===== config.mk =====
export PLATFORM = sky130hd
export DESIGN_NAME = ts_write_arbiter_flat
export DESIGN_NICKNAME = d
export VERILOG_FILES = /design/src/rtl/ts_write_arbiter_pkg.sv /design/src/rtl/ts_write_arbiter_if.sv /design/src/rtl/ts_write_arbiter_rr_arbiter.sv /design/src/rtl/ts_write_arbiter.sv /design/src/flat_wrapper.sv
export SDC_FILE = /design/constraint.sdc
export NUM_CORES = 1
export LEC_CHECK = 0
export CORE_MARGIN = 4
export CORE_UTILIZATION = 49
export DETAILED_ROUTE_END_ITERATION = 12
export PLACE_DENSITY = 0.87
export REMOVE_ABC_BUFFERS = 1
export SYNTH_ARGS = -nofsm -noshare
export SYNTH_HDL_FRONTEND = slang
export SYNTH_HIERARCHICAL = 1
export SYNTH_SLANG_ARGS = --single-unit

===== constraint.sdc =====
create_clock -name wclk -period 4.7 [get_ports wclk]
set_input_delay 0.94 -clock wclk [delete_from_list [all_inputs] [get_ports wclk]]
set_output_delay 0.94 -clock wclk [all_outputs]
set_load 0.05 [all_outputs]

===== src/rtl/ts_write_arbiter_pkg.sv =====
// Shared constants, FSM encoding and width helper for the TS write arbiter.
package ts_write_arbiter_pkg;

  localparam logic [7:0] TS_SYNC_BYTE = 8'h47;
  localparam int         TS_PKT_LEN   = 188;

  typedef enum logic [1:0] {
    ST_IDLE = 2'd0,
    ST_XFER = 2'd1,
    ST_DROP = 2'd2
  } ts_state_e;

  // Index width that stays legal for a single-source build.
  function automatic int idx_width(input int n);
    return (n > 1) ? $clog2(n) : 1;
  endfunction

endpackage


===== src/rtl/ts_write_arbiter_if.sv =====
// Source byte streams, FIFO write port and status of the TS write arbiter.
interface ts_write_arbiter_if #(
  parameter int NUM_SRC    = 4,
  parameter int DATA_WIDTH = 8
);

  logic [NUM_SRC-1:0]            src_valid;
  logic [NUM_SRC-1:0]            src_sop;
  logic [NUM_SRC*DATA_WIDTH-1:0] src_data;
  logic [NUM_SRC-1:0]            src_ready;
  logic                          fifo_wfull;
  logic                          fifo_wen;
  logic [DATA_WIDTH-1:0]         fifo_wdata;
  logic [NUM_SRC-1:0]            grant;
  logic [15:0]                   pkt_cnt;
  logic [15:0]                   sync_err_cnt;

  modport master (
    output src_valid, src_sop, src_data, fifo_wfull,
    input  src_ready, fifo_wen, fifo_wdata, grant, pkt_cnt, sync_err_cnt
  );

  modport slave (
    input  src_valid, src_sop, src_data, fifo_wfull,
    output src_ready, fifo_wen, fifo_wdata, grant, pkt_cnt, sync_err_cnt
  );

endinterface


===== src/rtl/ts_write_arbiter_rr_arbiter.sv =====
// Combinational round-robin picker: first request found after last_grant, wrapping.
module rr_arbiter
  import ts_write_arbiter_pkg::*;
#(
  parameter int NUM_SRC = 4,
  parameter int IDX_W   = idx_width(NUM_SRC)
) (
  input  logic [NUM_SRC-1:0] req,
  input  logic [IDX_W-1:0]   last_grant,
  output logic [NUM_SRC-1:0] gnt,
  output logic [IDX_W-1:0]   gnt_idx
);

  logic [IDX_W:0] cand_s;
  logic           found_s;

  // Walk last_grant+1 .. last_grant+NUM_SRC modulo NUM_SRC, keep the first hit.
  always_comb begin
    gnt     = '0;
    gnt_idx = '0;
    found_s = 1'b0;
    cand_s  = '0;
    for (int k = 1; k <= NUM_SRC; k++) begin
      cand_s = {1'b0, last_grant} + (IDX_W+1)'(k);
      if (cand_s >= (IDX_W+1)'(NUM_SRC)) begin
        cand_s = cand_s - (IDX_W+1)'(NUM_SRC);
      end else begin
        cand_s = cand_s;
      end
      if (!found_s && req[cand_s[IDX_W-1:0]]) begin
        gnt[cand_s[IDX_W-1:0]] = 1'b1;
        gnt_idx                = cand_s[IDX_W-1:0];
        found_s                = 1'b1;
      end else begin
        found_s = found_s;
      end
    end
  end

endmodule


===== src/rtl/ts_write_arbiter.sv =====
// Packet-granular arbiter merging NUM_SRC TS byte streams into one async-FIFO write port.
module ts_write_arbiter
  import ts_write_arbiter_pkg::*;
#(
  parameter int NUM_SRC    = 4,
  parameter int DATA_WIDTH = 8,
  parameter int PKT_LEN    = TS_PKT_LEN
) (
  input  logic              wclk,
  input  logic              wrst_n,
  ts_write_arbiter_if.slave bus
);

  localparam int         IDX_W    = idx_width(NUM_SRC);
  localparam logic [8:0] LAST_CNT = 9'(PKT_LEN - 1);

  ts_state_e             state_r, state_nxt_s;
  logic [NUM_SRC-1:0]    grant_r;
  logic [IDX_W-1:0]      grant_idx_r;
  logic [IDX_W-1:0]      last_grant_r;
  logic [8:0]            cnt_r;
  logic [15:0]           pkt_cnt_r;
  logic [15:0]           sync_err_cnt_r;

  logic [DATA_WIDTH-1:0] data_arr_s [NUM_SRC];
  logic [NUM_SRC-1:0]    cand_s;
  logic [NUM_SRC-1:0]    win_oh_s;
  logic [IDX_W-1:0]      win_idx_s;
  logic                  win_sync_s;
  logic                  last_byte_s;
  logic [NUM_SRC-1:0]    ready_s;
  logic                  accept_s;
  logic                  wen_s;
  logic [DATA_WIDTH-1:0] wdata_s;

  for (genvar gi = 0; gi < NUM_SRC; gi++) begin : g_slice
    assign data_arr_s[gi] = bus.src_data[gi*DATA_WIDTH +: DATA_WIDTH];
  end

  assign cand_s      = bus.src_valid & bus.src_sop;
  // The SOP byte is held (ready=0) during arbitration, so it can be sync-checked now.
  assign win_sync_s  = (data_arr_s[win_idx_s] == DATA_WIDTH'(TS_SYNC_BYTE));
  assign last_byte_s = (cnt_r == LAST_CNT);

  rr_arbiter #(
    .NUM_SRC (NUM_SRC),
    .IDX_W   (IDX_W)
  ) u_rr_arbiter (
    .req        (cand_s),
    .last_grant (last_grant_r),
    .gnt        (win_oh_s),
    .gnt_idx    (win_idx_s)
  );

  // Next state and combinational handshake towards sources and FIFO.
  always_comb begin
    state_nxt_s = state_r;
    ready_s     = '0;
    accept_s    = 1'b0;
    wen_s       = 1'b0;
    wdata_s     = '0;
    case (state_r)
      ST_IDLE: begin
        ready_s = bus.src_valid & ~bus.src_sop;
        if (|cand_s) begin
          state_nxt_s = win_sync_s ? ST_XFER : ST_DROP;
        end else begin
          state_nxt_s = ST_IDLE;
        end
      end
      ST_XFER: begin
        ready_s[grant_idx_r] = ~bus.fifo_wfull;
        accept_s             = bus.src_valid[grant_idx_r] & ~bus.fifo_wfull;
        wen_s                = accept_s;
        wdata_s              = data_arr_s[grant_idx_r];
        if (accept_s && last_byte_s) begin
          state_nxt_s = ST_IDLE;
        end else begin
          state_nxt_s = ST_XFER;
        end
      end
      ST_DROP: begin
        ready_s[grant_idx_r] = 1'b1;
        accept_s             = bus.src_valid[grant_idx_r];
        if (accept_s && last_byte_s) begin
          state_nxt_s = ST_IDLE;
        end else begin
          state_nxt_s = ST_DROP;
        end
      end
      default: begin
        state_nxt_s = ST_IDLE;
      end
    endcase
  end

  // FSM state register.
  always_ff @(posedge wclk or negedge wrst_n) begin
    if (!wrst_n) begin
      state_r <= ST_IDLE;
    end else begin
      state_r <= state_nxt_s;
    end
  end

  // Grant ownership, byte position and packet/error counters.
  always_ff @(posedge wclk or negedge wrst_n) begin
    if (!wrst_n) begin
      grant_r        <= '0;
      grant_idx_r    <= '0;
      last_grant_r   <= IDX_W'(NUM_SRC - 1);
      cnt_r          <= 9'd0;
      pkt_cnt_r      <= 16'd0;
      sync_err_cnt_r <= 16'd0;
    end else begin
      case (state_r)
        ST_IDLE: begin
          if (|cand_s) begin
            grant_r     <= win_oh_s;
            grant_idx_r <= win_idx_s;
            cnt_r       <= 9'd0;
            if (!win_sync_s) begin
              sync_err_cnt_r <= sync_err_cnt_r + 16'd1;
            end
          end
        end
        ST_XFER, ST_DROP: begin
          if (accept_s) begin
            if (last_byte_s) begin
              grant_r      <= '0;
              last_grant_r <= grant_idx_r;
              cnt_r        <= 9'd0;
              if (state_r == ST_XFER) begin
                pkt_cnt_r <= pkt_cnt_r + 16'd1;
              end
            end else begin
              cnt_r <= cnt_r + 9'd1;
            end
          end
        end
        default: begin
          grant_r <= '0;
        end
      endcase
    end
  end

  // Handshake outputs are held inactive for the whole reset assertion.
  assign bus.src_ready    = wrst_n ? ready_s : '0;
  assign bus.fifo_wen     = wrst_n & wen_s;
  assign bus.fifo_wdata   = wdata_s;
  assign bus.grant        = grant_r;
  assign bus.pkt_cnt      = pkt_cnt_r;
  assign bus.sync_err_cnt = sync_err_cnt_r;

endmodule


===== src/flat_wrapper.sv =====
// flat-port wrapper written by rule: the top's interface ports become plain ports
module ts_write_arbiter_flat import ts_write_arbiter_pkg::*;
#(
  parameter int NUM_SRC    = 4,
  parameter int DATA_WIDTH = 8,
  parameter int PKT_LEN    = TS_PKT_LEN
)
  (wclk, wrst_n, bus_src_valid, bus_src_sop, bus_src_data, bus_fifo_wfull, bus_src_ready, bus_fifo_wen, bus_fifo_wdata, bus_grant, bus_pkt_cnt, bus_sync_err_cnt);
  ts_write_arbiter_if #(.NUM_SRC(NUM_SRC), .DATA_WIDTH(DATA_WIDTH)) bus_i ();
  input  logic wclk;
  input  logic wrst_n;
  input wire logic [$bits(bus_i.src_valid)-1:0] bus_src_valid;
  input wire logic [$bits(bus_i.src_sop)-1:0] bus_src_sop;
  input wire logic [$bits(bus_i.src_data)-1:0] bus_src_data;
  input wire logic [$bits(bus_i.fifo_wfull)-1:0] bus_fifo_wfull;
  output wire logic [$bits(bus_i.src_ready)-1:0] bus_src_ready;
  output wire logic [$bits(bus_i.fifo_wen)-1:0] bus_fifo_wen;
  output wire logic [$bits(bus_i.fifo_wdata)-1:0] bus_fifo_wdata;
  output wire logic [$bits(bus_i.grant)-1:0] bus_grant;
  output wire logic [$bits(bus_i.pkt_cnt)-1:0] bus_pkt_cnt;
  output wire logic [$bits(bus_i.sync_err_cnt)-1:0] bus_sync_err_cnt;
  assign bus_i.src_valid = bus_src_valid;
  assign bus_i.src_sop = bus_src_sop;
  assign bus_i.src_data = bus_src_data;
  assign bus_i.fifo_wfull = bus_fifo_wfull;
  assign bus_src_ready = bus_i.src_ready;
  assign bus_fifo_wen = bus_i.fifo_wen;
  assign bus_fifo_wdata = bus_i.fifo_wdata;
  assign bus_grant = bus_i.grant;
  assign bus_pkt_cnt = bus_i.pkt_cnt;
  assign bus_sync_err_cnt = bus_i.sync_err_cnt;
  ts_write_arbiter #(.NUM_SRC(NUM_SRC), .DATA_WIDTH(DATA_WIDTH), .PKT_LEN(PKT_LEN)) u_core (.wclk(wclk), .wrst_n(wrst_n), .bus(bus_i));
endmodule

==> impl_results.md, run 1 <==
* Outcome: finished, final reports clean
* P per Cell Area at 385 nW/µm²
* Clock Tree Root: clkbuf_8
* Final setup margin at 635 ps
* Post-place setup slack at 334 ps
* Min Clock Period, post-route at 4070 ps
* RSZ-0062 raised after global routing: no
* Largest cells by area after synthesis: dfrtp_1, mux4_2, ha_1
* Ys async rst share at 100%
* Die Ht at 91.7 µm
* Fin. max-slew vios at 0
* Biggest area consumer among synthesized cells: dfrtp_1
* Relative slew slack at 52.9%
* Reg2reg start: u_core/last_grant_r[0]
* Hold slack final at 417 ps
* Register area share after synthesis at 37.3%
* Reg clk slew, reported paths at 110 ps
* Post-DP HPWL at 6410 µm
* First-pass GRT wire length at 13800 µm
* Layout cells sized above 1 at 8.80%
* Max-cap violations at 0
* Critical path, cell by cell: clkdlybuf4s50_1 > and2_1 > mux4_2 > clkinv_1 > o21ai_1 > a2bb2oi_1 > nand3b_1 > nor4b_2 > a2111o_1 > o31a_1 > nor4_1 > xor2_1
* Final Skew at 11.1 ps
* Top cell family by delay on the critical path: compound AO/OA/AOI/OAI gates
* Reg2Reg Depth at 11
* I/O pin cnt at 92
* Post-layout instance area at 4500 µm²
* Clk sinks at 51
* Global route overflow at 0
* Gpl congestion at 0.825
* Sequential cell area at 1280 µm²
* Pre-antenna DRT Iters at 4
* Yosys warns at 6
* Final core occ at 66.2%
* NumNets Final at 490
* Critical Path Start Type: primary input
* Setup bufs post-CTS at 0
* Avg Cell Area, Syn at 10.0 µm²
* Vias in the first global route at 3006
* WL/cell at 15.8 µm
* Max incr delay on CP at 490 ps
* WP buf/inv at 2
* Antenna violations before repair at 0
* Final hold violations at 0
* Via/cell ratio at 5.58
* Period utilization at 86.5%
* Largest net degree at the start of global routing at 50
* Crit path from: bus_src_valid[3]
* Core Region at 6790 µm²
* Placed cell area at 4400 µm²
* Gr usage total at 20.0%
* # resized after CTS at 0
* Crit. path cell count at 12
* Cells after DPL at 520
* Max IR drop VDD at 340 µV
* Total CTS buffers at 5
* Final wirelength at 8320 µm
* Tot Pwr at 1.73 mW
* Initial core utilization at 50.5%
* LEAKAGE at 1.90 nW
* Slowest cell on crit path: clkdlybuf4s50_1
* CTS tree: built
* Number of synthesized register bits at 51
* Primary FF master, synth: dfrtp_1
* DIE WIDTH at 91.7 µm
* Mapped Cells at 342
* Hold Crit Class: in2async
* Via Count at 2947
* Share of the synthesized area in the top cell type at 35.7%
* Worst-Margin Slew at 697 ps
* Max Root-Sink Buffers at 2
* DRC Markers at 0
* Area delta synth->final at 31.1%
* Buffers on Ports at 91
* Inserted Diodes at 0
* Library cells used by synthesis at 59
* Mapped cell area at 3430 µm²
* H-tree Lvls at 2
* FMAX at 0.246 GHz
* Synth cell count leaders: dfrtp_1, nand2_1, o21ai_0
* Arrival time of the worst setup path at 4320 ps
* Site Rows at 30
* Footprint of the multi-input gates at 2010 µm²
* Crit Path Max Fanout at 12
* Filler instances at 548
* Setup crit end kind: flop
* Post-synth EDFFs at 0
* Post-Layout Cell Count at 528
* Clock Latency Late Sink at 310 ps
* Detail Route Antenna Nets at 0
* Final setup TNS at 0 ps
* Crit Path Class: in2reg
* Die area at 8400 µm²
* Most common cell in the synthesized netlist: dfrtp_1
* Hold buffers post-CTS at 0
* Initial DRC Count at 138
* Setup violators final at 0
* Critical path data required time at 4950 ps
[power by group]
part	switching (mW)	internal, mW
Clock	0.162	0.111
Sequential	0.111	0.506
Combinational	0.514	0.330
Total	0.787	0.947
[cells in the final DEF (no fill, tap or decap), types with 7 or more instances in the layout]
cell type | Yosys | layout
nand2_1 | 22 | 22
a21oi_1 | 7 | 7
o21ai_0 | 20 | 20
and3_1 | 14 | 14
ha_1 | 16 | 16
inv_1 | 16 | 16
xor2_1 | 14 | 14
clkdlybuf4s50_1 | 0 | 90
nor3_1 | 8 | 8
mux4_2 | 10 | 10
xnor2_1 | 16 | 16
and2_1 | 14 | 14
nand4_1 | 7 | 7
dfrtp_1 | 49 | 49
nand3_1 | 19 | 19
nor2_1 | 17 | 17
o21ai_1 | 7 | 7
[worst reg2reg max path, cell delays in order, from the launching register on]
cell	delay [ps]
dfstp_2	750
inv_1	170
ha_1	430
mux4_2	430
o21ai_1	170
a2bb2oi_1	420
nand3b_1	200
nor4b_2	60
a2111o_1	380
o31a_1	240
nor4_1	370
xor2_1	170
[final timing paths]
check / end / slack [ps]
max in group asynchronous: u_core/bus.grant[1] / 3480
max: u_core/bus.sync_err_cnt[15] / 630
min reg2reg: u_core/bus.pkt_cnt[15] / 480
min: u_core/grant_idx_r[0] / 420
min in group wclk: u_core/bus.pkt_cnt[15] / 480
max reg2reg: u_core/bus.sync_err_cnt[15] / 850
[flip-flops by register name, summed over array words and instances (netlist names)]
name and count:
u_core/bus.pkt_cnt 16, u_core/last_grant_r 2, u_core/state_r 2, u_core/bus.sync_err_cnt 16, u_core/cnt_r 9, u_core/bus.grant 4
u_core/grant_idx_r 2
[routing by layer]
metal / up-vias / track usage [%] / share of wire (%)
met4: 0 / 5.53 / 1.3
li1: 1425 / - / -
met2: 86 / 34.3 / 50
met1: 1424 / 24.8 / 43
met5: - / 0 / 0
met3: 12 / 5.17 / 6.0
[kinds of logic after synthesis]
kind of cell / share of synthesized area, %
multiplexers: 8.97
XOR/XNOR: 7.66
AND/OR/NAND/NOR: 23.0
buffers and inverters: 4.12
AO/OA/AOI/OAI: 13.1
adder cells (fa/ha/maj): 5.84
flip-flops: 37.3
[layout make-up]
type                       count  share of cell area, %
clock buffer                   5                   1.53
clock inverter                 3                  0.640
inverter                      17                   1.42
multi-input combinational    262                   44.7
sequential                    51                   28.4
tap                           96                   2.67
timing repair buffer          94                   20.6
No activity file was read; power rests on OpenSTA's default activity.
==> inputs of run 2 (changes only) <==
--- a/config.mk
+++ b/config.mk
@@ -6,9 +6,10 @@
 export NUM_CORES = 1
 export LEC_CHECK = 0
 export CORE_MARGIN = 4
-export CORE_UTILIZATION = 49
+export CORE_UTILIZATION = 51
+export CTS_BUF_LIST = sky130_fd_sc_hd__clkbuf_8
 export DETAILED_ROUTE_END_ITERATION = 12
-export PLACE_DENSITY = 0.87
+export PLACE_DENSITY = 0.9
 export REMOVE_ABC_BUFFERS = 1
 export SYNTH_ARGS = -nofsm -noshare
 export SYNTH_HDL_FRONTEND = slang
==> impl_results.md, run 2 (synthesis gave the netlist of run 1 again) <==
* WL/cell at 16.2 µm
* Critical path, cell by cell: clkdlybuf4s50_1 > and2_1 > mux4_2 > clkinv_1 > o21ai_1 > a2bb2oi_1 > nand3b_1 > nor4b_2 > a2111o_1 > o31a_1 > nor4_1 > xor2_1
* Hold Crit Class: reg2reg
* Max incr delay on CP at 490 ps
* Max Root-Sink Buffers at 2
* Post-Layout Cell Count at 508
* Critical Path Start Type: primary input
* Filler instances at 499
* Post-DP HPWL at 6270 µm
* Outcome: finished, final reports clean
* NumNets Final at 490
* DRC Markers at 0
* Gr usage total at 20.1%
* Max IR drop VDD at 423 µV
* Most frequent cells in the layout: clkdlybuf4s50_1, dfrtp_1, nand2_1
* Clk sinks at 51
* Hold depth at 1
* Via Count at 2991
* DIE WIDTH at 90.0 µm
* Final setup TNS at 0 ps
* Max-cap violations at 0
* First-pass GRT wire length at 13700 µm
* Relative slew slack at 49.4%
* Layout cells sized above 1 at 8.58%
* Setup crit end kind: flop
* Reg clk slew, reported paths at 90 ps
* Inserted Diodes at 0
* Setup bufs post-CTS at 0
* Slowest cell on crit path: clkdlybuf4s50_1
* H-tree Lvls at 2
* Initial DRC Count at 200
* Site Rows at 29
* Antenna violations before repair at 0
* Cells after DPL at 501
* Final hold violations at 0
* Clock Tree Root: clkbuf_8
* # resized after CTS at 0
* Die area at 8100 µm²
* Crit Path Max Fanout at 17
* Pre-antenna DRT Iters at 4
* RSZ-0062 raised after global routing: no
* Final wirelength at 8230 µm
* Most common cell after layout, fill and taps aside: clkdlybuf4s50_1
* Gpl congestion at 0.855
* CTS tree: built
* Total CTS buffers at 5
* FMAX at 0.247 GHz
* Top cell family by delay on the critical path: compound AO/OA/AOI/OAI gates
* Initial core utilization at 53.1%
* Reg2reg start: u_core/last_grant_r[0]
* I/O pin cnt at 92
* Global route overflow at 0
* Clock Latency Late Sink at 300 ps
* LEAKAGE at 1.90 nW
* Period utilization at 86.2%
* Largest net degree at the start of global routing at 52
* Via/cell ratio at 5.89
* FF-to-FF End: u_core/bus.sync_err_cnt[15]
* Worst-Margin Slew at 749 ps
* Buffers on Ports at 91
* Crit Path Class: in2reg
* Fin. max-slew vios at 0
* Reg2Reg Depth at 11
* Worst Hold End: u_core/bus.pkt_cnt[15]
* Die Ht at 90.0 µm
* R2R Setup Slk at 850 ps
* Arrival time of the worst setup path at 4280 ps
* Core Region at 6460 µm²
* Vias in the first global route at 3029
* Final Skew at 4.07 ps
* P per Cell Area at 392 nW/µm²
* Setup violators final at 0
* Hold buffers post-CTS at 0
* Min Clock Period, post-route at 4050 ps
* Critical path data required time at 4930 ps
* Min-delay src: u_core/bus.pkt_cnt[15]
* WP buf/inv at 2
* Area delta synth->final at 30.7%
* Detail Route Antenna Nets at 0
-- run 2: layer usage --
metal | GRT usage, % | up-vias | part of all wire [%]
met5 | 0 | - | 0
met3 | 4.26 | 12 | 5.0
li1 | - | 1429 | -
met4 | 4.85 | 0 | 0.97
met1 | 24.1 | 1469 | 42
met2 | 36.5 | 81 | 52
-- run 2: final cells by class --
class                           count  area [µm²]  share of cell area, %
Inverter                           17        63.8                   1.42
Timing Repair Buffer               94         928                   20.7
Multi-Input combinational cell    262        2010                   44.8
Clock inverter                      2        37.5                  0.837
Tap cell                           77        96.3                   2.15
Clock buffer                        5        68.8                   1.53
Sequential cell                    51        1280                   28.5
-- run 2: power by group --
group / internal, mW / switching (mW) / leakage, nW
sequential: 0.507 / 0.114 / 0.676
combinational: 0.326 / 0.513 / 1.17
clock: 0.156 / 0.144 / 0.0502
total: 0.988 / 0.770 / 1.90
-- run 2: metrics by stage --
step                      hold WS (ps)  util [%]  area [µm²]  setup slack [ps]  total power, mW
after global placement             462      67.8        4380               515             1.43
after global routing               500      69.4        4480               515             1.86
after CTS                          481      69.4        4480               731             1.77
after floorplan                    446         -        3350              1110             1.17
final                              473      69.4        4480               649             1.76
after detailed placement           467      67.8        4380               413             1.46
-- run 2: worst max path at each step --
stage	start	endpoint	cells past startpoint
finish	bus_src_valid[3]	u_core/bus.sync_err_cnt[15]	12
floorplan	bus_src_sop[3]	u_core/bus.sync_err_cnt[15]	11
global route	bus_src_valid[3]	u_core/bus.sync_err_cnt[14]	12
global placement	bus_src_valid[3]	u_core/bus.sync_err_cnt[1]	11
detailed placement	bus_src_valid[3]	u_core/bus.sync_err_cnt[14]	12
CTS	bus_src_valid[3]	u_core/bus.sync_err_cnt[14]	12
-- run 2: worst reg2reg max path: stages, from the launching register on --
cell and delay [ps]:
dfstp_2 770, inv_1 160, ha_1 430, mux4_2 440, o21ai_1 180, a2bb2oi_1 290
nand3b_1 170, nor4b_2 60, a2111o_1 370, o31a_1 310, nor4_1 420, xor2_1 170
==> inputs of run 3 (changes only) <==
--- a/config.mk
+++ b/config.mk
@@ -5,11 +5,13 @@
 export SDC_FILE = /design/constraint.sdc
 export NUM_CORES = 1
 export LEC_CHECK = 0
+export ABC_AREA = 1
+export CAP_MARGIN = 20
 export CORE_MARGIN = 4
-export CORE_UTILIZATION = 51
+export CORE_UTILIZATION = 53
 export CTS_BUF_LIST = sky130_fd_sc_hd__clkbuf_8
 export DETAILED_ROUTE_END_ITERATION = 12
-export PLACE_DENSITY = 0.9
+export PLACE_DENSITY = 0.89
 export REMOVE_ABC_BUFFERS = 1
 export SYNTH_ARGS = -nofsm -noshare
 export SYNTH_HDL_FRONTEND = slang
==> impl_results.md, run 3 <==
* Max Root-Sink Buffers at 2
* Post-layout instance area at 5230 µm²
* Gr usage total at 25.5%
* Most common cell in the synthesized netlist: nand2_1
* Area delta synth->final at 25.9%
* Max-cap violations at 0
* Worst-Margin Slew at 657 ps
* Mapped cell area at 4160 µm²
* P per Cell Area at 311 nW/µm²
* Final hold violations at 0
* Tot Pwr at 1.63 mW
* Reg2reg start: u_core/last_grant_r[0]
* # resized after CTS at 0
* Largest cells by area after synthesis: dfrtp_1, nand2_1, nand3_1
* Filler instances at 675
* Most frequent cells in the layout: nand2_1, clkdlybuf4s50_1, nor2_1
* R2R Setup Slk at 1470 ps
* Total CTS buffers at 5
* WL/cell at 14.3 µm
* DIE WIDTH at 96.5 µm
* Final setup margin at 888 ps
* FMAX at 0.262 GHz
* Final wirelength at 11400 µm
* Mapped Cells at 608
* Critical Path Start Type: primary input
* Sequential cell area at 1280 µm²
* Via/cell ratio at 5.46
* Detail Route Antenna Nets at 0
* Antenna violations before repair at 0
* Die Ht at 96.5 µm
* Max IR drop VDD at 339 µV
* H-tree Lvls at 2
* Site Rows at 32
* Largest net degree at the start of global routing at 52
* First-pass GRT wire length at 18900 µm
* Cells after DPL at 794
* Post-synth EDFFs at 0
* Footprint of the multi-input gates at 2570 µm²
* Synth cell count leaders: nand2_1, nor2_1, nand3_1
* Most common cell after layout, fill and taps aside: nand2_1
* Via Count at 4375
* Layout cells sized above 1 at 9.14%
* Pre-antenna DRT Iters at 5
* Crit Path Class: in2out
* Fin. max-slew vios at 0
* Int Pwr at 0.862 mW
* Critical path data required time at 3760 ps
* Gpl congestion at 1.02
* Vias in the first global route at 4241
* Core Region at 7690 µm²
* Clock Tree Root: clkbuf_8
* Min-delay src: u_core/bus.grant[0]
* Hold buffers post-CTS at 0
* Min Clock Period, post-route at 3810 ps
* Initial DRC Count at 323
* Ys async rst share at 100%
* CTS tree: built
* Outcome: finished, final reports clean
* Worst Hold End: u_core/bus.grant[0]
* Initial core utilization at 54.1%
* Arrival time of the worst setup path at 2870 ps
* Reg2Reg Depth at 17
* Placed cell area at 5150 µm²
* Hold slack final at 497 ps
* FF-to-FF End: u_core/bus.sync_err_cnt[7]
* Register area share after synthesis at 30.8%
* Combinational share of power at 51.0%
* DRC Markers at 0
* LEAKAGE at 2.48 nW
* Hold depth at 2
* I/O pin cnt at 92
* Post-Layout Cell Count at 802
* Final core occ at 68.1%
* Sw frac at 47.0%
* Inserted Diodes at 0
* Clock share of power at 15.3%
* Period utilization at 81.1%
* Setup violators final at 0
* Share of the synthesized area in the top cell type at 29.5%
* Yosys warns at 6
* Die area at 9320 µm²
* Setup crit end kind: output pin
* Number of synthesized register bits at 51
* Setup bufs post-CTS at 0
* Crit Path Max Fanout at 6
* Primary FF master, synth: dfrtp_1
* Library cells used by synthesis at 41
* RSZ-0062 raised after global routing: no
* Clock Latency Late Sink at 310 ps
* Relative slew slack at 56.0%
* Final setup TNS at 0 ps
* Switching Power at 0.764 mW
* Hold Crit Class: reg2reg
* NumNets Final at 758
* Post-place setup slack at 909 ps
* Final Skew at 9.98 ps
* Global route overflow at 0
* Post-DP HPWL at 8920 µm
* Seq pwr share at 33.7%
* Reg clk slew, reported paths at 90 ps
* Clk sinks at 51
* Buffers on Ports at 91
* Biggest area consumer among synthesized cells: dfrtp_1
* Avg Cell Area, Syn at 6.83 µm²
run 3: cell types whose count changed in the layout (fill, tap and decap cells not counted), moves of 7 or more:
cell and delta:
nand3_1 +48, nand2_1 +175, inv_2 +9, inv_1 +40, a221oi_1 +7, and3_1 -14
mux4_2 -10, nand2_2 +10, xnor2_1 -9, o21ai_0 -8, nor2_1 +51, and2_1 -14
run 3: cells by family (layout without fill, tap and decap cells):
kind of cell	count (synthesis)	count (layout)	share of synthesized area (%)
AO/OA/AOI/OAI	54	54	8.79
XOR/XNOR	22	22	4.64
adder cells (fa/ha/maj)	16	16	4.82
buffers and inverters	75	167	7.47
flip-flops	51	51	30.8
AND/OR/NAND/NOR	390	390	43.5
run 3: final cells by class:
type,instances,area share [%]
Multi-Input combinational cell,482,49.1
Sequential cell,51,24.4
Timing Repair Buffer,93,17.6
Inverter,66,4.83
Tap cell,102,2.44
Clock buffer,5,1.32
Clock inverter,3,0.311
run 3: worst max-delay path by stage:
stage,startpoint,to,slack (ps),cells past startpoint
after detailed placement,bus_src_valid[3],bus_fifo_wen,910,8
final,bus_src_valid[3],bus_fifo_wen,890,8
after global routing,bus_src_valid[3],bus_fifo_wen,750,8
after floorplan,bus_src_valid[3],bus_fifo_wen,1040,6
after CTS,bus_src_valid[3],bus_fifo_wen,910,8
after global placement,bus_src_valid[3],bus_fifo_wen,950,8
run 3: layer usage:
metal  track usage, %  routed length [µm]  vias up
met2             43.7                5700      142
met4             8.18                 225        0
met5                0                   0        -
li1                 -                   -     2146
met3             3.18                 506       23
met1             33.3                5020     2064
run 3: worst max-delay path, cell delays in order:
cell	delay [ps]
clkdlybuf4s50_1	500
nand2_1	70
nand2_1	70
nand2_1	70
nand2_4	130
inv_1	60
nor4_1	160
clkdlybuf4s50_1	860
run 3: power by group through the flow:
| stage | combinational [mW] | clock [mW] | sequential [mW] |
|---|---|---|---|
| 6_report | 0.829 | 0.249 | 0.548 |
| 5_1_grt | 0.903 | 0.272 | 0.556 |
| 4_1_cts | 0.824 | 0.252 | 0.547 |
| 3_5_place_dp | 0.821 | 0 | 0.555 |
| 3_3_place_gp | 0.802 | 0 | 0.553 |
| 2_1_floorplan | 0.482 | 0 | 0.637 |
